File: src/rtl/serial_addsub_param.sv
// Serial adder/subtractor: DIGIT bits per cycle, valid/ready on operand and result sides.
// Subtract is A + ~B + 1; cout is the carry out of the MSB and ovf is the signed overflow.
module serial_addsub_param #(
  parameter int unsigned WIDTH = 8,
  parameter int unsigned DIGIT = 1
) (
  input  logic             clk,
  input  logic             rst_n,
  input  logic             in_valid,
  output logic             in_ready,
  input  logic [WIDTH-1:0] a,
  input  logic [WIDTH-1:0] b,
  input  logic             sub,
  output logic             out_valid,
  input  logic             out_ready,
  output logic [WIDTH-1:0] result,
  output logic             cout,
  output logic             ovf,
  output logic             busy
);

  localparam int unsigned NDIG  = WIDTH / DIGIT;
  localparam int unsigned CNT_W = (NDIG > 1) ? $clog2(NDIG) : 1;
  localparam logic [CNT_W-1:0] LAST_CNT = CNT_W'(NDIG - 1);

  typedef enum logic [1:0] {
    S_IDLE = 2'd0,
    S_RUN  = 2'd1,
    S_DONE = 2'd2
  } state_e;

  state_e           state_q, state_d;
  logic [WIDTH-1:0] a_q, a_d;
  logic [WIDTH-1:0] b_q, b_d;
  logic [WIDTH-1:0] res_q, res_d;
  logic             carry_q, carry_d;
  logic [CNT_W-1:0] cnt_q, cnt_d;
  logic             cout_q, cout_d;
  logic             ovf_q, ovf_d;
  logic             in_ready_q, in_ready_d;
  logic             out_valid_q, out_valid_d;
  logic             busy_q, busy_d;

  // One digit of the ripple: low DIGIT bits of both operands plus the running carry.
  logic [DIGIT-1:0] dig_a_c;
  logic [DIGIT-1:0] dig_b_c;
  logic [DIGIT:0]   dig_sum_c;
  logic             msb_cin_c;

  assign dig_a_c   = a_q[DIGIT-1:0];
  assign dig_b_c   = b_q[DIGIT-1:0];
  assign dig_sum_c = (DIGIT+1)'(dig_a_c) + (DIGIT+1)'(dig_b_c) + (DIGIT+1)'(carry_q);
  // Carry into the top bit of the digit recovered from that bit's sum and operands.
  assign msb_cin_c = dig_a_c[DIGIT-1] ^ dig_b_c[DIGIT-1] ^ dig_sum_c[DIGIT-1];

  always_comb begin
    state_d   = state_q;
    a_d       = a_q;
    b_d       = b_q;
    res_d     = res_q;
    carry_d   = carry_q;
    cnt_d     = cnt_q;
    cout_d    = cout_q;
    ovf_d     = ovf_q;

    unique case (state_q)
      S_IDLE: begin
        if (in_valid && in_ready_q) begin
          a_d     = a;
          b_d     = sub ? ~b : b;
          carry_d = sub;
          res_d   = '0;
          cnt_d   = '0;
          cout_d  = 1'b0;
          ovf_d   = 1'b0;
          state_d = S_RUN;
        end
      end
      S_RUN: begin
        a_d     = a_q >> DIGIT;
        b_d     = b_q >> DIGIT;
        res_d   = (res_q >> DIGIT) | (WIDTH'(dig_sum_c[DIGIT-1:0]) << (WIDTH - DIGIT));
        carry_d = dig_sum_c[DIGIT];
        cnt_d   = cnt_q + CNT_W'(1);
        if (cnt_q == LAST_CNT) begin
          cout_d  = dig_sum_c[DIGIT];
          ovf_d   = msb_cin_c ^ dig_sum_c[DIGIT];
          state_d = S_DONE;
        end
      end
      S_DONE: begin
        if (out_ready) begin
          state_d = S_IDLE;
        end
      end
      default: begin
        state_d = S_IDLE;
      end
    endcase

    in_ready_d  = (state_d == S_IDLE);
    out_valid_d = (state_d == S_DONE);
    busy_d      = (state_d == S_RUN);
  end

  always_ff @(posedge clk or negedge rst_n) begin
    if (!rst_n) begin
      state_q     <= S_IDLE;
      a_q         <= '0;
      b_q         <= '0;
      res_q       <= '0;
      carry_q     <= 1'b0;
      cnt_q       <= '0;
      cout_q      <= 1'b0;
      ovf_q       <= 1'b0;
      in_ready_q  <= 1'b1;
      out_valid_q <= 1'b0;
      busy_q      <= 1'b0;
    end else begin
      state_q     <= state_d;
      a_q         <= a_d;
      b_q         <= b_d;
      res_q       <= res_d;
      carry_q     <= carry_d;
      cnt_q       <= cnt_d;
      cout_q      <= cout_d;
      ovf_q       <= ovf_d;
      in_ready_q  <= in_ready_d;
      out_valid_q <= out_valid_d;
      busy_q      <= busy_d;
    end
  end

  assign in_ready  = in_ready_q;
  assign out_valid = out_valid_q;
  assign busy      = busy_q;
  assign result    = res_q;
  assign cout      = cout_q;
  assign ovf       = ovf_q;

endmodule

File: config.mk
export PLATFORM = sky130hd
export DESIGN_NAME = serial_addsub_param
export DESIGN_NICKNAME = d
export VERILOG_FILES = /design/src/rtl/serial_addsub_param.sv
export SDC_FILE = /design/constraint.sdc
export NUM_CORES = 1
export LEC_CHECK = 0
export ABC_AREA = 1
export BUFFER_PORTS_ARGS = -buffer_cell sky130_fd_sc_hd__buf_4
export CORE_MARGIN = 2
export CORE_UTILIZATION = 40
export DETAILED_ROUTE_END_ITERATION = 6
export HOLD_SLACK_MARGIN = 0.05
export PLACE_DENSITY = 0.72
export SYNTH_ARGS = -nofsm -noshare
export SYNTH_HDL_FRONTEND = slang
export SYNTH_SLANG_ARGS = --single-unit
export TNS_END_PERCENT = 50
File: constraint.sdc
create_clock -name clk -period 2.42 [get_ports clk]
set_clock_uncertainty 0.2 [all_clocks]
set_input_delay 0.121 -clock clk [delete_from_list [all_inputs] [get_ports clk]]
set_output_delay 0.121 -clock clk [all_outputs]
set_load 0.05 [all_outputs]
## Word level (Yosys, flattened, before mapping)

Index checks and enable logic that the tools add are counted.

| storage, ports and cells | value |
|---|---|
| latch bits | 0 |
| input bits | 21 |
| memories kept | 0 |
| ROM bits | 0 |
| register bits after elaboration | 35 |
| bits in writable memories | 0 |

| cells by class | value |
|---|---|
| order comparisons | 0 |
| eq/ne operators | 7 |
| $add $sub $neg | 3 |
| muxes and demuxes | 20 |
| shift operators | 0 |
| reduce and logical (&&, ||, !) cells | 6 |
| bitwise gates (word level) | 5 |
| $mul | 0 |
| divide/modulo/power cells | 0 |

Operators by type and width:

| kind | count |
|---|---|
| 8-bit case mux with 2 select lines | 3 |
| 8-bit two-way mux | 4 |
| 8-bit inverter | 1 |
| 7-bit by 8-bit bitwise OR with 8-bit output | 1 |
| 2-bit two-way mux | 3 |
| 1-bit case mux with 2 select lines | 3 |
| 2-bit case mux with 3 select lines | 1 |
| 3-bit case mux with 2 select lines | 1 |
| 2-bit by 1-bit equality test with 1-bit output (second input constant) | 2 |
| 2-bit equality test (second input constant) | 2 |
| 2-bit zero test | 2 |
| 1-bit two-way mux | 4 |
| 2-bit inequality test (second input constant) | 2 |
| 3-bit by 1-bit adder with 3-bit output (second input constant) | 1 |
| 3-bit equality test (second input constant) | 1 |
| 3-bit two-way mux | 1 |
| 3-bit AND reduction | 1 |
| 1-bit bitwise XOR | 3 |
| 1-bit by 1-bit adder with 2-bit output | 1 |
| 2-bit by 1-bit adder with 2-bit output | 1 |
| 2-bit AND reduction | 1 |
| 2-bit nonzero test | 1 |
| 1-bit logical AND | 1 |

## Logic depth before layout (Yosys ltp)

| logic depth | value |
|---|---|
| depth after elaboration | 6 |
| mapped depth | 7 |
| gate-level depth less buffers | 7 |

## Worst setup path before layout

Ideal clock, no wire load.

| path | value |
|---|---|
| path type | register to register |
| start point | register a_q[0] |
| end point | register ovf_q (netlist: ovf) |
| data required time | 2.102 ns |
| path slack | 0.824 ns |
| arrival time | 1.278 ns |
| stages on the path, launching flop included | 6 |
| period minus slack after synthesis | 1.596 ns |
| cell sequence | dfrtp_1 > fa_1 > xnor2_1 > nand2_1 > nand3_1 > nand2_1 |

| between the ends | value |
|---|---|
| word-level cells in the longest chain between the ends | 6 |
| elaborated cells between the ends (all ways) | 7 |

Ends and longest elaborated chain:

| what | RTL line | RTL |
|---|---|---|
| from (decl) | 33 | `logic [WIDTH-1:0] a_q, a_d;` |
| from (signal assigned) | 109 | `a_q <= '0;` |
| from (signal assigned) | 121 | `a_q <= a_d;` |
| 1-bit by 1-bit adder with 2-bit output | 52 | `assign dig_sum_c = (DIGIT+1)'(dig_a_c) + (DIGIT+1)'(dig_b_c) + (DIGIT+1)'(carry_q);` |
| 2-bit by 1-bit adder with 2-bit output | 52 |  |
| 1-bit bitwise XOR | 54 | `assign msb_cin_c = dig_a_c[DIGIT-1] ^ dig_b_c[DIGIT-1] ^ dig_sum_c[DIGIT-1];` |
| 1-bit bitwise XOR (*) | 87 | `ovf_d = msb_cin_c ^ dig_sum_c[DIGIT];` |
| 1-bit two-way mux (*) | 85 | `if (cnt_q == LAST_CNT) begin` |
| 1-bit case mux with 2 select lines (*) | 66 | `unique case (state_q)` |
| to (signal assigned) | 127 | `ovf_q <= ovf_d;` |
| to (decl) | 39 | `logic ovf_q, ovf_d;` |

Every way passes the cells marked *; elsewhere a longest branch is shown, timed or not. The select of a mux whose other input is x is not followed.
A chain may end at the register's enable or synchronous reset.

## Worst setup path in the final report

Same ends and word-level chain as after synthesis.

==> flow_summary.toml <==
[route]
top_layer = "met4"
drt-total-wl_um = 3300
drt_pass1_iterations = 4
wl_per_cell_um = 10.9
drc_errors = 0
via_per_inst = 4.61
wl_met2_um = 1510
via_count = 1392
ant_nets = 0
dr_wl_met3_um = 154
wl_met1_um = 1570
drtIter0Drc = 40

[layout]
n_antenna_cell = 0
drive_gt1_share_pct = 23.8
area_delta_synth_final_pct = 29.8
final_cells = 302
design_area_um2 = 2250
fin_nets = 275

[clocking]
clock_latency_ns = 0.28
cts.reportedPaths.clkPinSlew_ns = 0.07
clock_sinks = 35
cts-root-buf = "clkbuf_8"
h-tree-depth = 2
cts_setup_buffers = 0
numCtsBuffers = 5
max-clock-path-buffers = 2
tritoncts = "built"

[sta]
period_share_pct = 70.4
tns_ns = 0
rsz0062_at_grt = "no"
worst_slew_pin_slew_ns = 0.616
slew_headroom_pct = 58.7
period_needed_ns = 1.70
slew_viol_final = 0
finalHoldViolCount = 0
fmax_ghz = 0.587
setup_violations = 0

[setup_path]
crit_family = "adder cells"
ff2ff_setup_slack_ns = 0.72
crit_chain = "fa_1 > xnor2_1 > nand2_1 > nand3_1 > nand2_1"
cp_max_fo = 4
crit_path_end_kind = "flip-flop"
critical_path.most_common_cell = "nand2_1"
critical_path_class = "flip-flop to flip-flop"
path_buf_inv = 0
worstSetupStartpointType = "flip-flop"
crit_arrival_ns = 1.68
cp.required_ns = 2.39
cp_slowest_cell = "fa_1"
max_stage_delay_ns = 0.65

[power]
p_leak_nw = 1.16
p_per_area_nw_per_um2 = 1260
peakVddDrop_mv = 0.542

[flow_run]
cap_violations = 0

[placement]
hpwlAfterDp_um = 2200
place_inst = 274
port_buffers = 33
place_congestion = 0.750
place_area_um2 = 1970

[global_route]
grt_pass1_vias = 1356
antenna_found_initial = 0
grt_max_degree = 36
grt_pass1_wl_um = 5920
grt-ovfl-total = 0
track_usage_pct = 15.2

[status]
status = "finished clean"

[synthesis]
yosys_warnings = 0
ys_types = 28
synth_area_um2 = 1730
ys_seq_area_share_pct = 50.6
syn_area_per_cell_um2 = 8.76
syn_nets = 222
synthCells = 198
synth-seq-cells = 35

[die]
die_h_um = 69.8
dieArea_um2 = 4880
coreArea_um2 = 4090
die_x_um = 69.8
io_pins = 34
placementRows = 23
initial_utilization_pct = 42.4

[min_path]
hp-class = "input pin to flip-flop"
[final cells by class]
| class | count | area (um2) |
|---|---|---|
| fillers | 402 | 1840 |
| flip-flops and latches | 35 | 877 |
| multi-input cells | 139 | 716 |
| repair buffers | 53 | 448 |
| clock buffers | 7 | 76.3 |
| inverters | 17 | 66.3 |
| well taps | 50 | 62.6 |
| clock inverters | 1 | 5.00 |
[state kept, by name, indices dropped and copies added, names as in the netlist, 2 cells and up]
signal   flops
cnt_q        3
a_q          8
result       8
b_q          8
state_q      2
[logic make-up after synthesis]
| logic type | share of synthesized area (%) |
|---|---|
| flip-flops | 50.6 |
| buffers and inverters | 8.15 |
| XOR/XNOR | 4.55 |
| AND/OR/NAND/NOR | 28.6 |
| adder cells (fa/ha/maj) | 2.60 |
| AO/OA/AOI/OAI | 5.48 |
[worst reg2reg max path, stage by stage (launching register included)]
cell and delay, ns:
dfrtp_1 0.43, fa_1 0.65, xnor2_1 0.14, nand2_1 0.06, nand3_1 0.07, nand2_1 0.05
[layout by cell type (no fill, tap or decap), types with 3 or more instances in the layout]
| cell | count |
|---|---|
| nand2_1 | 73 |
| o21ai_2 | 4 |
| nor2_1 | 7 |
| clkbuf_8 | 5 |
| nand2_2 | 3 |
| nand3_1 | 17 |
| xor2_1 | 8 |
| o21ai_1 | 3 |
| dfrtp_1 | 34 |
| o21ai_0 | 8 |
| dlygate4sd3_1 | 20 |
| nor2_2 | 3 |
| inv_1 | 14 |
| buf_4 | 33 |
[final timing paths]
check                           end  startpoint  cells past startpoint
max                             ovf      a_q[0]                      5
min                          b_q[3]         sub                      4
max reg2reg                     ovf      a_q[0]                      5
min reg2reg                  b_q[7]      b_q[7]                      2
max in group asynchronous  in_ready       rst_n                      2
min in group asynchronous      busy       rst_n                      2
[Yosys cell counts (all sizes together)]
library cell / number / area (um2)
buf: 7 / 75.1
fa: 1 / 20.0
ha: 2 / 25.0
nand3: 18 / 95.1
dfrtp: 34 / 851
inv: 17 / 66.3
xnor2: 1 / 8.76
nand2: 78 / 315
xor2: 8 / 70.1
or2: 2 / 15.0
dfstp: 1 / 26.3
o21ai: 15 / 90.1
nor3: 2 / 15.0
nor2: 11 / 56.3
a21oi: 1 / 5.00
[report_power, final]
part	switching (mW)	internal (mW)	total, mW
Combinational	0.956	0.491	1.45
Sequential	0.154	0.837	0.991
Clock	0.197	0.202	0.398
Total	1.31	1.53	2.84
[routing by layer]
metal	up-vias	global-route usage [%]
met5	-	0
met4	0	6.41
met3	7	3.63
met2	33	24.6
met1	636	19.4
li1	716	-
[per-stage QoR]
stage                     hold slack (ns)  utilization, %  power [mW]  setup slack (ns)
after global placement             -0.103            48.2        2.41             0.729
after CTS                          0.0528            55.1        2.88             0.702
after detailed placement          -0.0979            48.2        2.44             0.724
final                              0.0452            55.1        2.84             0.717
after floorplan                    -0.375               -        2.21             0.824
after global routing               0.0764            55.1        3.09             0.606
[timing repair]
| item | CTS | global route |
|---|---|---|
| hold endpoints to repair | 52 | 0 |
| resized for setup | 0 | 0 |
| hold buffers | 20 | 0 |
No activity file was read; power rests on OpenSTA's default activity.
